<file path="config.mk">
export PLATFORM = sky130hd
export DESIGN_NAME = ddr_rd_arbiter
export DESIGN_NICKNAME = d
export VERILOG_FILES = /design/src/rtl/ddr_rd_arbiter.sv
export SDC_FILE = /design/constraint.sdc
export NUM_CORES = 1
export LEC_CHECK = 0
export BUFFER_PORTS_ARGS = -buffer_cell sky130_fd_sc_hd__buf_2
export CAP_MARGIN = 20
export CORE_AREA = 2 2 102 65
export DETAILED_ROUTE_END_ITERATION = 6
export DIE_AREA = 0 0 104 67
export PLACE_DENSITY = 0.78
export SLEW_MARGIN = 20
export SYNTH_ARGS = -nofsm -noshare
export SYNTH_HDL_FRONTEND = slang
export SYNTH_SLANG_ARGS = --single-unit
export TNS_END_PERCENT = 5
</file>
<file path="constraint.sdc">
create_clock -name clk -period 2.62 [get_ports clk]
set_input_delay 0.393 -clock clk [delete_from_list [all_inputs] [get_ports clk]]
set_output_delay 0.393 -clock clk [all_outputs]
set_load 0.03 [all_outputs]
</file>
<file path="src/rtl/ddr_rd_arbiter.sv">
// ddr_rd_arbiter: shares one DDR AXI read-address channel among NREQ requesters and steers R ownership.
// Define DDR_RD_ARB_RR_EN for round-robin arbitration; otherwise fixed priority (lowest index wins).
module ddr_rd_arbiter #(
    parameter int NREQ      = 2,
    parameter int MAX_OUTST = 4
) (
    input  logic                       clk,
    input  logic                       rstn,
    input  logic                       ddr_ready,
    input  logic [NREQ-1:0]            req_arvalid,
    input  logic [32*NREQ-1:0]         req_araddr,
    input  logic [8*NREQ-1:0]          req_arlen,
    output logic [NREQ-1:0]            req_arready,
    output logic                       m_arvalid,
    output logic [31:0]                m_araddr,
    output logic [7:0]                 m_arlen,
    input  logic                       m_arready,
    input  logic                       m_rvalid,
    input  logic                       m_rready,
    input  logic                       m_rlast,
    output logic [$clog2(NREQ)-1:0]    r_owner,
    output logic                       r_owner_valid,
    output logic [$clog2(MAX_OUTST):0] outst_cnt,
    output logic                       rd_err
);
    localparam int IDXW = $clog2(NREQ);
    localparam int PTRW = $clog2(MAX_OUTST);
    localparam int CNTW = PTRW + 1;

    typedef enum logic [1:0] {WAIT_RDY, IDLE, ISSUE} state_t;

    state_t          r_state;
    state_t          w_nextState;

    logic            r_arvalid;
    logic [31:0]     r_araddr;
    logic [7:0]      r_arlen;
    logic [IDXW-1:0] r_gntIdx;

    logic [IDXW-1:0] r_fifo [MAX_OUTST];
    logic [PTRW-1:0] r_wrPtr;
    logic [PTRW-1:0] r_rdPtr;
    logic [CNTW-1:0] r_cnt;
    logic            r_rdErr;

    logic            w_anyReq;
    logic            w_canGrant;
    logic            w_grant;
    logic            w_arHs;
    logic            w_cpl;
    logic            w_pop;
    logic [IDXW-1:0] w_winIdx;
    logic [IDXW-1:0] w_cand;
    logic [31:0]     w_winAddr;
    logic [7:0]      w_winLen;

    assign w_anyReq   = |req_arvalid;
    assign w_canGrant = (r_cnt < CNTW'(MAX_OUTST));
    assign w_grant    = (r_state == IDLE) && w_anyReq && w_canGrant;
    assign w_arHs     = (r_state == ISSUE) && r_arvalid && m_arready;
    assign w_cpl      = m_rvalid & m_rready & m_rlast;
    assign w_pop      = w_cpl && (r_cnt != '0);

`ifdef DDR_RD_ARB_RR_EN
    logic [IDXW-1:0] r_rrPtr;

    // Scanning downward lets the candidate nearest the pointer overwrite the others.
    always_comb begin
        w_winIdx = '0;
        w_cand   = '0;
        for (int k = NREQ - 1; k >= 0; k--) begin
            w_cand = IDXW'((int'(r_rrPtr) + k) % NREQ);
            if (req_arvalid[w_cand]) begin
                w_winIdx = w_cand;
            end
        end
    end

    always_ff @(posedge clk) begin
        if (!rstn) begin
            r_rrPtr <= '0;
        end else if (w_arHs) begin
            r_rrPtr <= IDXW'((int'(r_gntIdx) + 1) % NREQ);
        end
    end
`else
    always_comb begin
        w_winIdx = '0;
        w_cand   = '0;
        for (int k = NREQ - 1; k >= 0; k--) begin
            w_cand = IDXW'(k);
            if (req_arvalid[w_cand]) begin
                w_winIdx = w_cand;
            end
        end
    end
`endif

    always_comb begin
        w_winAddr = '0;
        w_winLen  = '0;
        for (int i = 0; i < NREQ; i++) begin
            if (w_winIdx == IDXW'(i)) begin
                w_winAddr = req_araddr[32*i +: 32];
                w_winLen  = req_arlen[8*i +: 8];
            end
        end
    end

    always_ff @(posedge clk) begin
        if (!rstn) begin
            r_state <= WAIT_RDY;
        end else begin
            r_state <= w_nextState;
        end
    end

    always_comb begin
        w_nextState = r_state;
        case (r_state)
            WAIT_RDY: if (ddr_ready) w_nextState = IDLE;
            IDLE:     if (w_grant)   w_nextState = ISSUE;
            ISSUE:    if (w_arHs)    w_nextState = IDLE;
            default:                 w_nextState = WAIT_RDY;
        endcase
    end

    always_comb begin
        req_arready = '0;
        if (w_arHs) begin
            req_arready[r_gntIdx] = 1'b1;
        end
        m_arvalid     = r_arvalid;
        m_araddr      = r_araddr;
        m_arlen       = r_arlen;
        outst_cnt     = r_cnt;
        rd_err        = r_rdErr;
        r_owner_valid = (r_cnt != '0);
        r_owner       = r_owner_valid ? r_fifo[r_rdPtr] : '0;
    end

    // The AR payload is captured at grant time and held untouched until the handshake.
    always_ff @(posedge clk) begin
        if (!rstn) begin
            r_arvalid <= 1'b0;
            r_araddr  <= '0;
            r_arlen   <= '0;
            r_gntIdx  <= '0;
        end else if (w_grant) begin
            r_arvalid <= 1'b1;
            r_araddr  <= w_winAddr;
            r_arlen   <= w_winLen;
            r_gntIdx  <= w_winIdx;
        end else if (w_arHs) begin
            r_arvalid <= 1'b0;
        end
    end

    // Ownership FIFO; its occupancy doubles as the outstanding-burst count.
    always_ff @(posedge clk) begin
        if (!rstn) begin
            r_wrPtr <= '0;
            r_rdPtr <= '0;
            r_cnt   <= '0;
            for (int i = 0; i < MAX_OUTST; i++) begin
                r_fifo[i] <= '0;
            end
        end else begin
            if (w_arHs) begin
                r_fifo[r_wrPtr] <= r_gntIdx;
                r_wrPtr         <= r_wrPtr + 1'b1;
            end
            if (w_pop) begin
                r_rdPtr <= r_rdPtr + 1'b1;
            end
            case ({w_arHs, w_pop})
                2'b10:   r_cnt <= r_cnt + 1'b1;
                2'b01:   r_cnt <= r_cnt - 1'b1;
                default: r_cnt <= r_cnt;
            endcase
        end
    end

    always_ff @(posedge clk) begin
        if (!rstn) begin
            r_rdErr <= 1'b0;
        end else if (w_cpl && (r_cnt == '0)) begin
            r_rdErr <= 1'b1;
        end
    end

endmodule

</file>
* Word level (Yosys, flattened, before mapping)
Memory sizes are Yosys's and may differ from the RTL's. A register that Yosys moved wholly into a read port is not among the register bits. Index checks and enable logic that the tools add are counted.
Operators by class: $add $sub $neg 4, order comparisons 3, equal/unequal tests 7, muxes and demuxes 24, bitwise operators 2, reductions and logical operators 15
Operators with widths (number):
- two-way mux 32 bit | 1
- two-way mux 2 bit | 7
- two-way mux 1 bit | 12
- two-way mux 8 bit | 1
- logical AND 1 bit | 7
- != test 2 bit (second input constant) | 3
- case mux 2 bit (3 select lines) | 1
- case mux 3 bit (2 select lines) | 1
- adder 2 x 1 -> 2 bit (second input constant) | 2
- equality test 2 x 1 -> 1 bit (second input constant) | 2
- equality test 2 bit (second input constant) | 2
- nonzero test 2 bit | 2
- adder 3 x 1 -> 3 bit (second input constant) | 1
- logical NOT 3 bit | 1
- less-than comparator 3 bit (second input constant) | 1
- AND reduction 3 bit | 1
- nonzero test 3 bit | 1
- subtractor 3 x 1 -> 3 bit (second input constant) | 1
- AND 1 bit | 2
- logical NOT 2 bit | 1
- less-than comparator 1 x 2 -> 1 bit (second input constant) | 1
- OR reduction 2 bit | 1
- demux 1 bit (select 1 bit) | 1
- greater-or-equal comparator 1 bit (second input constant) | 1
- OR reduction 1 bit | 1
Word-level totals: flip-flop bits (word level) 52, bits in writable memories 4, input bits 89, output and inout port bits 49, word-level logic and storage cells 65, memories 1
Memories:
- r_fifo | depth 4, bits a word 1, read ports 1, clocked after Yosys merged registers in 1, wr ports 4, line 40 | logic [IDXW-1:0] r_fifo [MAX_OUTST];

* Logic depth before layout (Yosys ltp)
word-level depth 8, gate-level depth with buffers 8, mapped depth without buffers 8

* Worst setup path before layout
Ideal clock, no wire load.
path kind flip-flop to flip-flop, start point register r_cnt[2], in the netlist outst_cnt[2], end point register r_cnt[2], in the netlist outst_cnt[2], library setup time 0.070 ns, data arrival time 2.006 ns, required time 2.550 ns, path slack 0.544 ns, stages on the path, launching flop included 9, path buffers 0, period minus slack after synthesis 2.076 ns, path through dfxtp_1 > nor3_1 > nor2_1 > ha_1 > inv_1 > fa_1 > xor2_1 > or3_1 > a21oi_1
Between the ends: cells in the longest elaborated chain, start to end 4, elaborated cells on any way between the ends 8, those cells by class add/sub: 2; eq/ne: 2; mux: 1; reduce/logical: 3
RTL lines:
- from (decl) | line 43 | logic [CNTW-1:0] r_cnt;
- from (signal assigned) | line 177 | 2'b10: r_cnt <= r_cnt + 1'b1;
- from (signal assigned) | line 178 | 2'b01: r_cnt <= r_cnt - 1'b1;
- from (signal assigned) | line 179 | default: r_cnt <= r_cnt;
- nonzero test 3 bit (*) | line 62 | assign w_pop = w_cpl && (r_cnt != '0);
- logical AND 1 bit (*) | line 62
- named net w_pop | line 51 | logic w_pop;
- equality test 2 x 1 -> 1 bit or equality test 2 bit (tied branches) | line 176 | case ({w_arHs, w_pop})
- case mux 3 bit (2 select lines) or nonzero test 2 bit (tied branches)
Mark *: on every way through the listed nets, which the timed path passes. The rest lies on a longest branch. A chain may end at the register's enable or synchronous reset.

* Worst setup path in the final report
Same ends and word-level chain as after synthesis.

==> flow_summary.toml <==
[timing]
maxSlewViolCount = 0
rsz0062_at_grt = "no"
setup_violations = 0
hold_viol = 0
worst_pin_slew_ns = 0.5901
period_needed_ns = 2.162
final.setup.tns_ns = 0
whs_ns = 0.3363
fin_crit_sh_pct = 82.53
clock.fmax_mhz = 462.5
layout_setup_ws_ns = 0.4577
finClkSkew_ns = 0.007447
relSlewSlack_pct = 60.58

[min_path]
min_path_cells = 3
min-delay-start = "req_araddr[29]"
worstHoldEndpoint = "m_araddr[29]$_SDFFE_PN0P_"
hp-class = "input pin to register"

[global_routing]
grt_max_degree = 46
grt_pass1_wl_mm = 11.67
overflow = 0
first_global_vias = 2515
antenna_found_initial = 0
track_usage_pct = 21.31

[floorplan]
rows = 22
fp.dieArea_mm2 = 0.006968
die_w_um = 104
die_h_um = 67
ios = 138
start_util_pct = 44.13
design.core.area_mm2 = 0.005946

[synth]
ys_seq_elements = 58
yosysMostFrequentCell = "dfxtp_1"
synth_area_leaders = "dfxtp_1 (43%), mux2i_1 (16%), o211ai_1 (11%), o21ai_1 (7.6%), clkbuf_1 (2.7%)"
synthTopCellsByCount = "dfxtp_1 (57), mux2i_1 (42), o211ai_1 (40), o21ai_1 (40), clkbuf_1 (19)"
yosysSeqAreaShare_pct = 44.64
syn_area_mm2 = 0.002624
synth_top_area_cell = "dfxtp_1"
synth_edf_count = 1
synth_area_per_cell_um2 = 9.611
netlist_instances = 273
synth_warnings = 0
synth-async-reset-ratio_pct = 0
synthFlopType = "dfxtp_1"
ys_types = 34
syn_nets = 364
synth.top_cell.area_share_pct = 43.49

[routing]
antenna_left = 0
dr.pass1.iters = 4
vias_per_cell = 5.160
routedWlPerCell_um = 14.11
remaining_drc_errors = 0
num_vias = 2544
drt-initial-drc-count = 102
finalWirelength_mm = 6.956

[pwr]
p_leak_uw = 0.001600
pwr_density_cell_mw_per_mm2 = 604.9
vdd_drop_max_uv = 323.0

[critical_path]
worstPathArrival_ns = 2.40
path_class = "register to register"
crit_required_ns = 2.85
cp_max_fo = 8
timing.rr.start = "outst_cnt[2]$_SDFFE_PN0P_"
timing.rr.end = "outst_cnt[2]$_SDFFE_PN0P_"
end_kind = "register"
cp-start-kind = "register"
regToRegSetupSlack_ns = 0.46
rr_worst_depth = 9
crit_path_start = "outst_cnt[2]$_SDFFE_PN0P_"

[clock_tree]
cts_made_buffers = 9
cts_resized = 0
htreeDepth = 3
root_buffer = "clkbuf_8"
cts_tree = "built"
postCtsSetupBuffers = 0
clk_latency_ns = 0.32
ctsHoldBuffers = 0
clk_pin_slew_ns = 0.06
clkSinkCount = 58
clockBufferDepth = 2

[layout]
layout.nets = 495
num_antenna_cells = 0
drive_gt1_share_pct = 40.10
area_growth_pct = 36.86

[job]
maxCapViolations = 0

[placed_design]
dp_hpwl_mm = 4.920
pre_cts_ws_ns = 0.4073
io_buffers = 137
finalWeightedCongestion = 0.7997

[outcome]
outcome = "complete, no violations"
==> worst max-delay path, stage by stage, from the launching register on <==
cell     delay [ns]
dfxtp_1        0.45
nor3_1         0.08
buf_4          0.16
nor2_1         0.13
ha_1           0.20
inv_1          0.06
fa_1           0.37
xor2_1         0.16
or3_1          0.30
a21oi_1        0.17
==> flip-flops by register name (all words and copies together), names as in the netlist, named ones only <==
name	flops
r_wrPtr	2
m_arvalid	1
rd_err	1
r_fifo	4
outst_cnt	3
r_state	2
r_rdPtr	2
m_arlen	8
r_gntIdx	1
m_araddr	32
==> stage by stage <==
step	util [%]	cell area, µm²	power, µW	std cells
finish	60.40	3591	2172	493
global route	60.40	3591	2293	493
CTS	60.40	3591	2205	493
detailed placement	56.97	3387	1369	477
global placement	56.97	3387	1360	477
floorplan	-	2624	1219	273
==> area by class of cell <==
type | count | area (µm²)
Clock buffer | 11 | 151.4
Clock inverter | 5 | 52.55
Fill cell | 557 | 2355
Inverter | 10 | 37.54
Multi-Input combinational cell | 181 | 1310
Sequential cell | 58 | 1171
Tap cell | 84 | 105.1
Timing Repair Buffer | 144 | 763.2
==> routing by layer <==
metal / track usage, % / vias to the layer above / routed length [µm]
li1: - / 1277 / -
met1: 25.95 / 1153 / 3205
met2: 35.28 / 106 / 3084
met3: 8.513 / 8 / 585
met4: 6.081 / 0 / 80
met5: 0 / - / 0
==> worst max-delay path by stage <==
stage | slack (ns) | endpoint | cells past startpoint
6_report | 0.46 | outst_cnt[2]$_SDFFE_PN0P_ | 9
5_1_grt | 0.31 | outst_cnt[2]$_SDFFE_PN0P_ | 9
4_1_cts | 0.47 | outst_cnt[2]$_SDFFE_PN0P_ | 9
3_5_place_dp | 0.41 | outst_cnt[2]$_SDFFE_PN0P_ | 9
3_3_place_gp | 0.48 | outst_cnt[2]$_SDFFE_PN0P_ | 9
2_1_floorplan | 0.54 | outst_cnt[2]$_SDFFE_PN0P_ | 8
==> report_power, final <==
group	internal, µW	leakage (µW)	switching, µW
registers	934	0.000474	27.5
clock network	486	0.000105	338
logic	147	0.00102	239
==> cell usage in the layout (no fill, tap or decap), drive strengths merged, types with 2 or more instances in the layout <==
master	instances
nor2b	2
nand3	3
nand2	7
nor2	8
clkbuf	11
a21oi	11
o21ai	45
buf	144
o31ai	2
o211ai	40
xor2	2
mux2i	42
nor3	2
inv	9
dfxtp	57
clkinv	4
or3	4
==> cell families (layout without fill, tap and decap cells) <==
family                     after synthesis  after routing  synth area share (%)
muxes                                   43             43                 16.88
xor gates and xnor gates                 2              2                0.6677
buffers and inverters                   34            170                 6.008
DFF                                     58             58                 44.64
AOI/OAI and AO/OA                      103            103                 24.32
adders and majority gates                2              2                 1.240
and+or+nand+nor                         31             31                 6.248
Power figures use the tool's default switching activity.
